`src/rtl/ad9952_cfg_ctrl_pkg.sv`:
```
// Shared AD9952 register map, frame descriptor and instruction helper.
// Reused by the config sequencer and by future readback logic.
package ad9952_cfg_ctrl_pkg;

    localparam logic [4:0] ADDR_CFR1 = 5'h00;
    localparam logic [4:0] ADDR_CFR2 = 5'h01;
    localparam logic [4:0] ADDR_ASF  = 5'h02;
    localparam logic [4:0] ADDR_ARR  = 5'h03;
    localparam logic [4:0] ADDR_FTW0 = 5'h04;
    localparam logic [4:0] ADDR_POW0 = 5'h05;

    localparam logic [2:0] LEN_CFR1 = 3'd4;
    localparam logic [2:0] LEN_CFR2 = 3'd3;
    localparam logic [2:0] LEN_ASF  = 3'd2;
    localparam logic [2:0] LEN_ARR  = 3'd1;
    localparam logic [2:0] LEN_FTW0 = 3'd4;
    localparam logic [2:0] LEN_POW0 = 3'd2;

    // Bit 7 of the instruction byte selects read (1) or write (0).
    localparam int INSTR_RW_BIT = 7;

    typedef struct packed {
        logic [4:0]  addr;
        logic [2:0]  nbytes;
        logic [31:0] data;   // right-aligned register value
    } frame_t;

    function automatic logic [7:0] wr_instr(input logic [4:0] addr);
        logic [7:0] instr;
        instr               = {3'b000, addr};
        instr[INSTR_RW_BIT] = 1'b0;
        return instr;
    endfunction

endpackage

```
`src/rtl/ad9952_frame_ser.sv`:
```
// Frame serializer: on load emits the write instruction, then the register
// bytes MSB first, one per cycle with no gaps. last marks the final byte cycle.
module ad9952_frame_ser
    import ad9952_cfg_ctrl_pkg::*;
(
    input  logic       clk,
    input  logic       n_rst,
    input  logic       load,
    input  frame_t     frame,
    output logic [7:0] tx_data,
    output logic       tx_ena,
    output logic       last
);

    logic [31:0] sh_q, sh_d;
    logic [2:0]  cnt_q, cnt_d;
    logic [7:0]  data_q, data_d;
    logic        ena_q, ena_d;

    assign tx_data = data_q;
    assign tx_ena  = ena_q;
    assign last    = ena_q && (cnt_q == 3'd0);

    always_comb begin
        sh_d   = sh_q;
        cnt_d  = cnt_q;
        data_d = data_q;
        ena_d  = ena_q;
        if (load) begin
            data_d = wr_instr(frame.addr);
            ena_d  = 1'b1;
            cnt_d  = frame.nbytes;
            // Left-align so the register's MSB byte always sits in [31:24].
            case (frame.nbytes)
                3'd1:    sh_d = {frame.data[7:0], 24'h0};
                3'd2:    sh_d = {frame.data[15:0], 16'h0};
                3'd3:    sh_d = {frame.data[23:0], 8'h0};
                default: sh_d = frame.data;
            endcase
        end else if (ena_q) begin
            if (cnt_q == 3'd0) begin
                ena_d = 1'b0;   // tx_data keeps the last byte
            end else begin
                data_d = sh_q[31:24];
                sh_d   = {sh_q[23:0], 8'h00};
                cnt_d  = cnt_q - 3'd1;
            end
        end
    end

    always_ff @(posedge clk or negedge n_rst) begin
        if (!n_rst) begin
            sh_q   <= '0;
            cnt_q  <= '0;
            data_q <= '0;
            ena_q  <= 1'b0;
        end else begin
            sh_q   <= sh_d;
            cnt_q  <= cnt_d;
            data_q <= data_d;
            ena_q  <= ena_d;
        end
    end

endmodule

```
`src/rtl/ad9952_cfg_ctrl.sv`:
```
// AD9952 register sequencer: captures init/ftw/pow requests, arbitrates the SPI
// byte channel, and holds each frame until io_update confirms it (or times out).
module ad9952_cfg_ctrl
    import ad9952_cfg_ctrl_pkg::*;
#(
    parameter logic [31:0] CFR1_INIT   = 32'h0000_0000,
    parameter logic [23:0] CFR2_INIT   = 24'h00_0000,
    parameter logic [15:0] ASF_INIT    = 16'h0000,
    parameter logic [7:0]  ARR_INIT    = 8'h00,
    parameter int          TIMEOUT_CYC = 4096
) (
    input  logic        clk,
    input  logic        n_rst,
    input  logic        init_req,
    input  logic        ftw_req,
    input  logic [31:0] ftw,
    input  logic        pow_req,
    input  logic [13:0] pow,
    input  logic        io_update,
    output logic [7:0]  tx_data,
    output logic        tx_ena,
    output logic        busy,
    output logic        init_done,
    output logic        err_to
);

    localparam int CW = $clog2(TIMEOUT_CYC + 1);

    localparam logic [1:0] ST_IDLE = 2'd0;
    localparam logic [1:0] ST_SEND = 2'd1;
    localparam logic [1:0] ST_WAIT = 2'd2;

    logic [1:0]    state_q, state_d;
    logic          init_pend_q, init_pend_d;
    logic          ftw_pend_q, ftw_pend_d;
    logic          pow_pend_q, pow_pend_d;
    logic [31:0]   ftw_val_q, ftw_val_d;
    logic [13:0]   pow_val_q, pow_val_d;
    logic          in_init_q, in_init_d;
    logic [1:0]    step_q, step_d;
    logic [CW-1:0] tmo_q, tmo_d;
    logic          upd_q, upd_d;
    logic          upd_edge_q, upd_edge_d;
    logic          busy_q, busy_d;
    logic          init_done_q, init_done_d;
    logic          err_q, err_d;

    logic   ser_load;
    frame_t ser_frame;
    logic   ser_last;

    function automatic frame_t init_frame(input logic [1:0] step);
        case (step)
            2'd0:    return '{addr: ADDR_CFR1, nbytes: LEN_CFR1, data: CFR1_INIT};
            2'd1:    return '{addr: ADDR_CFR2, nbytes: LEN_CFR2, data: {8'h00, CFR2_INIT}};
            2'd2:    return '{addr: ADDR_ASF,  nbytes: LEN_ASF,  data: {16'h0000, ASF_INIT}};
            default: return '{addr: ADDR_ARR,  nbytes: LEN_ARR,  data: {24'h00_0000, ARR_INIT}};
        endcase
    endfunction

    ad9952_frame_ser u_ser (
        .clk     (clk),
        .n_rst   (n_rst),
        .load    (ser_load),
        .frame   (ser_frame),
        .tx_data (tx_data),
        .tx_ena  (tx_ena),
        .last    (ser_last)
    );

    always_comb begin
        state_d     = state_q;
        init_pend_d = init_pend_q;
        ftw_pend_d  = ftw_pend_q;
        pow_pend_d  = pow_pend_q;
        ftw_val_d   = ftw_req ? ftw : ftw_val_q;
        pow_val_d   = pow_req ? pow : pow_val_q;
        in_init_d   = in_init_q;
        step_d      = step_q;
        tmo_d       = tmo_q;
        upd_d       = io_update;
        upd_edge_d  = io_update & ~upd_q;
        init_done_d = init_done_q;
        err_d       = err_q;
        ser_load    = 1'b0;
        ser_frame   = '0;

        case (state_q)
            ST_IDLE: begin
                if (init_pend_q) begin
                    init_pend_d = 1'b0;
                    in_init_d   = 1'b1;
                    step_d      = 2'd0;
                    ser_load    = 1'b1;
                    ser_frame   = init_frame(2'd0);
                    state_d     = ST_SEND;
                end else if (ftw_pend_q) begin
                    ftw_pend_d = 1'b0;
                    in_init_d  = 1'b0;
                    ser_load   = 1'b1;
                    ser_frame  = '{addr: ADDR_FTW0, nbytes: LEN_FTW0, data: ftw_val_q};
                    state_d    = ST_SEND;
                end else if (pow_pend_q) begin
                    pow_pend_d = 1'b0;
                    in_init_d  = 1'b0;
                    ser_load   = 1'b1;
                    ser_frame  = '{addr: ADDR_POW0, nbytes: LEN_POW0, data: {18'h0, pow_val_q}};
                    state_d    = ST_SEND;
                end
            end
            ST_SEND: begin
                if (ser_last) begin
                    state_d = ST_WAIT;
                    tmo_d   = '0;
                end
            end
            ST_WAIT: begin
                // io_update is checked before the timeout so a coincident edge wins.
                if (upd_edge_q) begin
                    if (in_init_q && step_q != 2'd3) begin
                        step_d    = step_q + 2'd1;
                        ser_load  = 1'b1;
                        ser_frame = init_frame(step_q + 2'd1);
                        state_d   = ST_SEND;
                    end else begin
                        if (in_init_q) init_done_d = 1'b1;
                        in_init_d = 1'b0;
                        state_d   = ST_IDLE;
                    end
                end else if (tmo_q == CW'(TIMEOUT_CYC - 1)) begin
                    err_d     = 1'b1;
                    in_init_d = 1'b0;
                    state_d   = ST_IDLE;
                end else begin
                    tmo_d = tmo_q + 1'b1;
                end
            end
            default: state_d = ST_IDLE;
        endcase

        // New requests override a launch-cycle clear so they are sent again later.
        if (init_req) init_pend_d = 1'b1;
        if (ftw_req)  ftw_pend_d  = 1'b1;
        if (pow_req)  pow_pend_d  = 1'b1;

        busy_d = (state_d != ST_IDLE) | init_pend_d | ftw_pend_d | pow_pend_d;
    end

    always_ff @(posedge clk or negedge n_rst) begin
        if (!n_rst) begin
            state_q     <= ST_IDLE;
            init_pend_q <= 1'b0;
            ftw_pend_q  <= 1'b0;
            pow_pend_q  <= 1'b0;
            ftw_val_q   <= '0;
            pow_val_q   <= '0;
            in_init_q   <= 1'b0;
            step_q      <= '0;
            tmo_q       <= '0;
            upd_q       <= 1'b0;
            upd_edge_q  <= 1'b0;
            busy_q      <= 1'b0;
            init_done_q <= 1'b0;
            err_q       <= 1'b0;
        end else begin
            state_q     <= state_d;
            init_pend_q <= init_pend_d;
            ftw_pend_q  <= ftw_pend_d;
            pow_pend_q  <= pow_pend_d;
            ftw_val_q   <= ftw_val_d;
            pow_val_q   <= pow_val_d;
            in_init_q   <= in_init_d;
            step_q      <= step_d;
            tmo_q       <= tmo_d;
            upd_q       <= upd_d;
            upd_edge_q  <= upd_edge_d;
            busy_q      <= busy_d;
            init_done_q <= init_done_d;
            err_q       <= err_d;
        end
    end

    assign busy      = busy_q;
    assign init_done = init_done_q;
    assign err_to    = err_q;

endmodule

```
`config.mk`:
```
export PLATFORM = sky130hd
export DESIGN_NAME = ad9952_cfg_ctrl
export DESIGN_NICKNAME = d
export VERILOG_FILES = /design/src/rtl/ad9952_cfg_ctrl_pkg.sv /design/src/rtl/ad9952_frame_ser.sv /design/src/rtl/ad9952_cfg_ctrl.sv
export SDC_FILE = /design/constraint.sdc
export NUM_CORES = 1
export LEC_CHECK = 0
export BUFFER_PORTS_ARGS = -buffer_cell sky130_fd_sc_hd__buf_2
export CAP_MARGIN = 25
export CORE_ASPECT_RATIO = 0.9
export CORE_MARGIN = 2
export CORE_UTILIZATION = 50
export DETAILED_ROUTE_END_ITERATION = 10
export MAX_ROUTING_LAYER = met4
export PLACE_DENSITY_LB_ADDON = 0.12
export SLEW_MARGIN = 15
export SYNTH_ARGS = -nofsm -noshare
export SYNTH_HDL_FRONTEND = slang
export SYNTH_SLANG_ARGS = --single-unit
export TNS_END_PERCENT = 10
```
`constraint.sdc`:
```
create_clock -name clk -period 4.9 [get_ports clk]
set_clock_uncertainty 0.15 [all_clocks]
set_input_delay 0.49 -clock clk [delete_from_list [all_inputs] [get_ports clk]]
set_output_delay 0.49 -clock clk [all_outputs]
set_load 0.03 [all_outputs]
```
==> qor.log, run 1 <==
qor: setup_path.critical_path.max_fanout 22
qor: floorplan.chip_width 111 um
qor: sta.worst_pin_slew 0.852 ns
qor: global_route.track_usage 22.1%
qor: sta.final_hold_viol_count 0
qor: placement.globalplace.congestion 0.855
qor: placement.numPlacedInstances 602
qor: synthesis.synth-seq-cells 116
qor: route.drt-met1-wl 5.04 mm
qor: setup_path.critPathLaunchType flip-flop
qor: finish.count_of_antenna_diodes_in_the_layout 0
qor: synthesis.synth.most_common_cell sky130_fd_sc_hd__dfrtp_1
qor: min_path.worstHoldEndpoint upd_q
qor: route.num_vias 3616
qor: clock_network.cts.htree.levels 4
qor: sta.max_freq 435 MHz
qor: sta.tmin_final 2.30 ns
qor: min_path.worst_hold_path.num_cells 1
qor: route.route.antenna.remaining_nets 0
qor: setup_path.worst_setup_path_category reg2reg
qor: setup_path.reg2reg_depth 6
qor: synthesis.main_combinational_cell_family_by_area_after_synthesis compound AO/OA/AOI/OAI gates
qor: synthesis.synthesis.instances 436
qor: synthesis.synth.net_count 492
qor: synthesis.yosys_most_used_dff sky130_fd_sc_hd__dfrtp_1
qor: clock_network.clock_sink_count 116
qor: route.detail_route.iter0.violations 140
qor: finish.layout-drive-gt1-share 31.6%
qor: min_path.hold_path_startpoint io_update
qor: synthesis.synth_top_cell_area_share 56.8%
qor: clock_network.clock_latency 0.40 ns
qor: pwr.p_per_area 573 nW/um^2
qor: synthesis.synth_cell_type_count 59
qor: setup_path.required_time_of_the_worst_setup_path 5.03 ns
qor: clock_network.cts_tree done
qor: global_route.grt_first_pass_wirelength 18.4 mm
qor: min_path.hold_path_class in2reg
qor: floorplan.start_util 52.2%
qor: global_route.number_of_antenna_violations_at_the_first_check_in_global_routing 0
qor: clock_network.cts_made_buffers 17
qor: synthesis.synth-edff-count 0
qor: finish.syn2layout_area_growth 20.2%
qor: sta.worst_slew_margin_rel 43.2%
qor: finish.post-route-util 62.8%
qor: floorplan.num_rows 34
qor: setup_path.setup.reg_to_reg.worst_slack 2.60 ns
qor: floorplan.die-area 11000 sq um
qor: synthesis.synth_commonest_cells 116 x sky130_fd_sc_hd__dfrtp_1, 66 x sky130_fd_sc_hd__nand2_1, 46 x sky130_fd_sc_hd__mux2_2, 18 x sky130_fd_sc_hd__o21ai_0, 16 x sky130_fd_sc_hd__a31oi_1
qor: clock_network.clock_tree.buffer_depth 2
qor: synthesis.syn_area 5110 sq um
qor: global_route.grt_start_max_net_pins 84
qor: synthesis.synth_seq_area_share 56.8%
qor: sta.slew_violations 0
qor: pwr.report.power.total 3.52 mW
qor: sta.fin_crit_sh 46.9%
qor: setup_path.timing.critical_path.to_type flip-flop
qor: route.highest_layer met4
qor: route.drt-total-wl 11.0 mm
qor: route.routed-wl-met3 441 um
qor: synthesis.synth.yosys.warnings 0
qor: floorplan.placeableCoreArea 9780 sq um
qor: job.drv_cap 0
qor: global_route.number_of_global_route_vias_before_repair 3698
qor: setup_path.r2r-end u_ser.tx_data[2]
qor: pwr.leakage 2.77 nW
qor: setup_path.timing.critical_path.arrival 2.43 ns
qor: synthesis.share_of_synthesized_cell_area_in_full_adder_half_adder_and_majority_cells 0.980%
qor: pwr.worst_ir_drop_on_vdd 0.000361 V
qor: placement.hpwl 7.00 mm
qor: synthesis.yosys.area_share.xor_xnor 0.857%
qor: synthesis.avgSynthCellArea 11.7 sq um
qor: synthesis.synth-simple-area-share 12.0%
qor: sta.totalNegativeSetupSlack 0 ns
qor: synthesis.async_flop_share 100%
qor: sta.setup_violations 0
qor: synthesis.synth.largest_area_cell sky130_fd_sc_hd__dfrtp_1
qor: synthesis.synth-compound-area-share 13.4%
qor: route.via_per_inst 5.67
qor: clock_network.clkSlewWorstSetupHoldPaths 0.05 ns
qor: placement.number_of_port_buffers 63
qor: synthesis.post_synth_mux_area_share 12.9%
qor: route.drt_first_pass_iters 4
qor: synthesis.yosys-top-cells-area sky130_fd_sc_hd__dfrtp_1 57%, sky130_fd_sc_hd__mux2_2 10%, sky130_fd_sc_hd__nand2_1 4.9%, sky130_fd_sc_hd__mux2i_1 2.7%, sky130_fd_sc_hd__a31oi_1 2.0%
qor: finish.filler_cell_count 796
qor: floorplan.die_h 99.9 um
qor: route.avgRoutedWirePerCell 17.2 um
qor: global_route.gr-total-overflow 0
qor: run_status.status finished clean
qor: route.route.met2.wl 5.38 mm
qor: setup_path.r2r-start state_q[0]
qor: route.drcViolationCount 0
qor: floorplan.boundaryPins 64
qor: clock_network.clk_root_buffer_cell sky130_fd_sc_hd__clkbuf_16
qor: finish.fin_nets 555
qor: finish.layout.cells.non_filler 638
qor: sta.unrepaired_setup_endpoints_after_global_routing false
==> cell type report <==
type / instances / area (sq um) / share of cell area, %
Sequential cell: 116 / 2900 / 47.3
Clock inverter: 9 / 128 / 2.08
Timing Repair Buffer: 71 / 400 / 6.52
Tap cell: 126 / 158 / 2.57
Multi-Input combinational cell: 285 / 2050 / 33.5
Inverter: 8 / 30.0 / 0.489
Clock buffer: 23 / 468 / 7.62
==> per-layer routing <==
metal,GRT usage (%),vias up
met4,6.35,0
li1,-,1712
met5,-,-
met3,6.76,14
met1,27.6,1810
met2,35.3,80
==> registers in the layout, summed over array words and instances, names as in the netlist <==
name and flops:
u_ser.tx_ena 1, u_ser.tx_data 8, ftw_pend_q 1, err_to 1, pow_pend_q 1, init_pend_q 1, init_done 1, state_q 2
upd_q 1, u_ser.sh_q 32, step_q 2, upd_edge_q 1, tmo_q 13, u_ser.cnt_q 3, busy 1, ftw_val_q 32
in_init_q 1, pow_val_q 14
==> critical path, stage by stage, from the launching register on <==
cell,delay (ns)
sky130_fd_sc_hd__dfrtp_1,0.53
sky130_fd_sc_hd__or2_1,0.32
sky130_fd_sc_hd__o22ai_2,0.12
sky130_fd_sc_hd__buf_4,0.23
sky130_fd_sc_hd__nor2_1,0.60
sky130_fd_sc_hd__inv_2,0.07
sky130_fd_sc_hd__a2bb2oi_1,0.15
==> per-stage QoR <==
step                      hold slack (ns)  worst slack [ns]  cell area [sq um]
after floorplan                    0.0444              3.00               5110
after global placement              0.248              2.55               5490
after detailed placement            0.259              2.49               5490
after CTS                          0.0378              2.48               6090
after global routing               0.0384              2.39               6140
final                              0.0541              2.60               6140
==> logic make-up (layout without fill, tap and decap cells) <==
| kind of cell | after synthesis | after routing |
|---|---|---|
| AOI/OAI and AO/OA | 96 | 96 |
| DFF | 116 | 116 |
| xor gates and xnor gates | 5 | 5 |
| adders and majority gates | 4 | 4 |
| and+or+nand+nor | 120 | 120 |
| muxes | 60 | 60 |
| buffers and inverters | 35 | 111 |
==> where the power goes <==
group	internal [mW]	total [mW]	switching [mW]
logic	0.376	0.939	0.563
clock network	0.824	1.24	0.419
registers	1.17	1.33	0.165
==> what timing repair did <==
action	in CTS	in global routing
resized for setup	0	0
setup buffers	0	0
hold endpoints to repair	0	37
hold buffers	0	1
==> placed cells by master, fill, tap and decap left out, types with 2 or more instances in the layout <==
cell type / instances
sky130_fd_sc_hd__nor3_1: 3
sky130_fd_sc_hd__xnor2_1: 4
sky130_fd_sc_hd__nor2_1: 10
sky130_fd_sc_hd__a221oi_1: 7
sky130_fd_sc_hd__o21ai_0: 18
sky130_fd_sc_hd__and3_1: 5
sky130_fd_sc_hd__a21oi_1: 13
sky130_fd_sc_hd__a31oi_1: 16
sky130_fd_sc_hd__o2bb2ai_1: 2
sky130_fd_sc_hd__nand2_1: 66
sky130_fd_sc_hd__a22o_1: 8
sky130_fd_sc_hd__nand2b_1: 5
sky130_fd_sc_hd__a221oi_2: 5
sky130_fd_sc_hd__clkbuf_1: 4
sky130_fd_sc_hd__nand3_1: 5
sky130_fd_sc_hd__clkinv_4: 2
sky130_fd_sc_hd__o211ai_1: 5
sky130_fd_sc_hd__inv_1: 7
sky130_fd_sc_hd__ha_1: 4
sky130_fd_sc_hd__a21o_1: 2
sky130_fd_sc_hd__nand4b_1: 2
sky130_fd_sc_hd__clkbuf_16: 17
sky130_fd_sc_hd__mux2i_1: 14
sky130_fd_sc_hd__clkinv_2: 4
sky130_fd_sc_hd__bufinv_16: 3
sky130_fd_sc_hd__nor2b_1: 2
sky130_fd_sc_hd__and2_1: 2
sky130_fd_sc_hd__o21bai_1: 2
sky130_fd_sc_hd__mux2_2: 46
sky130_fd_sc_hd__o31ai_1: 2
sky130_fd_sc_hd__buf_4: 5
sky130_fd_sc_hd__o21ai_1: 4
sky130_fd_sc_hd__buf_2: 62
sky130_fd_sc_hd__clkbuf_8: 2
sky130_fd_sc_hd__or4_1: 3
sky130_fd_sc_hd__dfrtp_1: 116
sky130_fd_sc_hd__a211oi_1: 3
==> worst max-delay path by stage <==
stage / slack, ns / end / start
3_5_place_dp: 2.49 / busy / tmo_q[0]
5_1_grt: 2.39 / u_ser.tx_data[2] / state_q[0]
6_report: 2.60 / u_ser.tx_data[2] / state_q[0]
3_3_place_gp: 2.55 / busy / tmo_q[0]
4_1_cts: 2.48 / busy / tmo_q[0]
2_1_floorplan: 3.00 / busy / tmo_q[0]
Power figures use the tool's default switching activity.
==> run 2: changes to the inputs <==
==> constraint.sdc (replaced) <==
create_clock -name clk -period 2.2 [get_ports clk]
set_clock_uncertainty 0.15 [all_clocks]
set_input_delay 0.22 -clock clk [delete_from_list [all_inputs] [get_ports clk]]
set_output_delay 0.22 -clock clk [all_outputs]
set_load 0.03 [all_outputs]
==> run 2 against run 1 <==
Fmax increased by 11%. Sequential cell count unchanged. Critical path depth unchanged. Global-route usage increased by 2.0 points. Largest cell class unchanged. Critical endpoint is now tmo_q[7].
==> qor.log, run 2 (synthesized netlist as in run 1, its figures left out) <==
qor: finish.layout_commonest_cell sky130_fd_sc_hd__dfrtp_1 [unchanged]
qor: sta.slew_violations 0 [unchanged]
qor: setup_path.cp.buffers_inverters 1 [was 2]
qor: floorplan.boundaryPins 64 [unchanged]
qor: sta.fin_crit_sh 94.5% [was 46.9%]
qor: sta.worst_slew_margin_rel 43.8% [was 43.2%]
qor: pwr.p_per_area 1210 nW/um^2 [was 573 nW/um^2]
qor: finish.fin_nets 610 [was 555]
qor: placement.globalplace.congestion 0.864 [was 0.855]
qor: finish.post-route-cell-area 6730 sq um [was 6140 sq um]
qor: global_route.number_of_antenna_violations_at_the_first_check_in_global_routing 0 [unchanged]
qor: finish.filler_cell_count 725 [was 796]
qor: floorplan.die_h 99.9 um [unchanged]
qor: sta.max_freq 481 MHz [was 435 MHz]
qor: setup_path.worstSetupEndpoint tmo_q[7] [was u_ser.tx_data[2]]
qor: sta.unrepaired_setup_endpoints_after_global_routing false [unchanged]
qor: setup_path.crit_family simple AND/OR/NAND/NOR gates [unchanged]
qor: finish.count_of_antenna_diodes_in_the_layout 0 [unchanged]
qor: clock_network.clk_root_buffer_cell sky130_fd_sc_hd__clkbuf_16 [unchanged]
qor: job.drv_cap 0 [unchanged]
qor: setup_path.timing.critical_path.to_type flip-flop [unchanged]
qor: floorplan.chip_width 111 um [unchanged]
qor: floorplan.placeableCoreArea 9780 sq um [unchanged]
qor: floorplan.start_util 52.2% [unchanged]
qor: finish.layout_top_registers ftw_val_q (32), u_ser.sh_q (32), pow_val_q (14) [unchanged]
qor: finish.layout_common_cells 116 x sky130_fd_sc_hd__dfrtp_1, 66 x sky130_fd_sc_hd__nand2_1, 62 x sky130_fd_sc_hd__buf_2 [unchanged]
qor: clock_network.clock_sink_count 116 [unchanged]
qor: route.drt_first_pass_iters 4 [unchanged]
qor: route.via_per_inst 5.58 [was 5.67]
qor: sta.totalNegativeSetupSlack 0 ns [unchanged]
qor: floorplan.die-area 11000 sq um [unchanged]
qor: setup_path.timing.critical_path.arrival 2.24 ns [was 2.43 ns]
qor: setup_path.slowest_stage sky130_fd_sc_hd__or4_1 [was sky130_fd_sc_hd__nor2_1]
qor: setup_path.critPathLaunchType flip-flop [unchanged]
qor: clock_network.cts_tree done [unchanged]
qor: setup_path.r2r-end tmo_q[7] [was u_ser.tx_data[2]]
qor: setup_path.logic_depth_of_the_worst_setup_path_including_buffers 6 [unchanged]
qor: setup_path.series_of_cell_instances_along_the_critical_path ha_1 > nand3_1 > nor4_2 > buf_4 > or4_1 > a21oi_1 [was or2_1 > o22ai_2 > buf_4 > nor2_1 > inv_2 > a2bb2oi_1]
qor: route.detail_route.iter0.violations 206 [was 140]
qor: setup_path.worst_setup_path_category reg2reg [unchanged]
qor: placement.hpwl 7.49 mm [was 7.00 mm]
qor: min_path.hold_path_class in2async [was in2reg]
qor: route.num_vias 3853 [was 3616]
qor: setup_path.worstSetupStartpoint tmo_q[0] [was state_q[0]]
qor: route.drt-total-wl 11.8 mm [was 11.0 mm]
qor: global_route.grt_start_max_net_pins 52 [was 84]
qor: route.route.antenna.remaining_nets 0 [unchanged]
qor: clock_network.clkSlewWorstSetupHoldPaths 0.05 ns [about the same]
qor: setup_path.setup.reg_to_reg.worst_slack 0.12 ns [was 2.60 ns]
qor: route.avgRoutedWirePerCell 17.1 um [was 17.2 um]
qor: route.drcViolationCount 0 [unchanged]
qor: sta.setup_violations 0 [unchanged]
qor: sta.final_hold_viol_count 0 [unchanged]
qor: setup_path.required_time_of_the_worst_setup_path 2.37 ns [was 5.03 ns]
qor: setup_path.critPathMaxStageDelay 0.52 ns [was 0.60 ns]
qor: global_route.gr-total-overflow 0 [unchanged]
qor: sta.tmin_final 2.08 ns [was 2.30 ns]
qor: setup_path.critical_path.max_fanout 10 [was 22]
qor: finish.syn2layout_area_growth 31.7% [was 20.2%]
qor: clock_network.clock_tree.buffer_depth 2 [unchanged]
qor: run_status.status finished clean [unchanged]
qor: pwr.worst_ir_drop_on_vdd 0.000706 V [was 0.000361 V]
qor: floorplan.num_rows 34 [unchanged]
qor: setup_path.r2r-start tmo_q[0] [was state_q[0]]
qor: global_route.number_of_global_route_vias_before_repair 4048 [was 3698]
qor: placement.number_of_port_buffers 63 [unchanged]
qor: clock_network.clock_latency 0.41 ns [was 0.40 ns]
qor: pwr.leakage 3.02 nW [was 2.77 nW]
qor: setup_path.reg2reg_depth 6 [unchanged]
qor: finish.layout-drive-gt1-share 30.3% [was 31.6%]
qor: placement.placement.cell_area 5620 sq um [was 5490 sq um]
qor: clock_network.cts_made_buffers 17 [unchanged]
qor: global_route.track_usage 24.1% [was 22.1%]
qor: sta.worst_pin_slew 0.842 ns [was 0.852 ns]
qor: global_route.grt_first_pass_wirelength 20.1 mm [was 18.4 mm]
qor: clock_network.cts.htree.levels 4 [unchanged]
-- run 2: how the worst min path moves through the flow --
stage / start / end / cells past startpoint
2_1_floorplan: n_rst / busy / 0
3_3_place_gp: n_rst / tmo_q[11] / 1
3_5_place_dp: n_rst / tmo_q[9] / 1
4_1_cts: n_rst / tmo_q[7] / 2
5_1_grt: n_rst / tmo_q[10] / 2
6_report: n_rst / tmo_q[7] / 2
-- run 2: per-stage QoR --
stage	hold WS [ns]	std cells	worst slack (ns)	total power [mW]	utilization, %
2_1_floorplan	-0.226	436	0.302	4.49	-
3_3_place_gp	0.0234	612	0.264	5.17	57.4
3_5_place_dp	0.0280	612	0.179	5.22	57.4
4_1_cts	0.135	691	0.139	8.19	68.7
5_1_grt	0.175	691	0.0212	8.57	68.7
6_report	0.132	691	0.121	8.12	68.7
-- run 2: timing repair --
action | in CTS | in global routing
endpoints found under the hold margin | 165 | 0
resized for setup | 0 | 0
setup buffers | 0 | 0
hold buffers | 49 | 0
endpoints found under the setup margin | 0 | 0
-- run 2: layout make-up --
type,count,area (sq um),area share (%)
sequential,116,2900,43.2
clock buffer,22,494,7.35
timing repair buffer,126,963,14.3
tap,126,158,2.34
multi-input combinational,285,2050,30.5
clock inverter,8,124,1.84
inverter,8,30.0,0.446
-- run 2: where the power goes --
part / total, mW / internal [mW] / switching [mW]
logic: 2.33 / 0.995 / 1.34
registers: 2.94 / 2.60 / 0.332
clock network: 2.85 / 1.91 / 0.939
total: 8.12 / 5.51 / 2.61
-- run 2: worst register-to-register path, stage by stage (launching register included) --
cell and delay [ns]:
sky130_fd_sc_hd__dfrtp_1 0.41, sky130_fd_sc_hd__ha_1 0.25, sky130_fd_sc_hd__nand3_1 0.17, sky130_fd_sc_hd__nor4_2 0.08, sky130_fd_sc_hd__buf_4 0.17, sky130_fd_sc_hd__or4_1 0.52, sky130_fd_sc_hd__a21oi_1 0.23
-- run 2: per-layer routing --
metal,up-vias,track usage (%),share of wire (%)
met5,-,-,0
met2,89,37.8,50
met1,1927,30.9,45
met4,0,11.9,1.9
met3,15,4.11,3.9
li1,1822,-,-
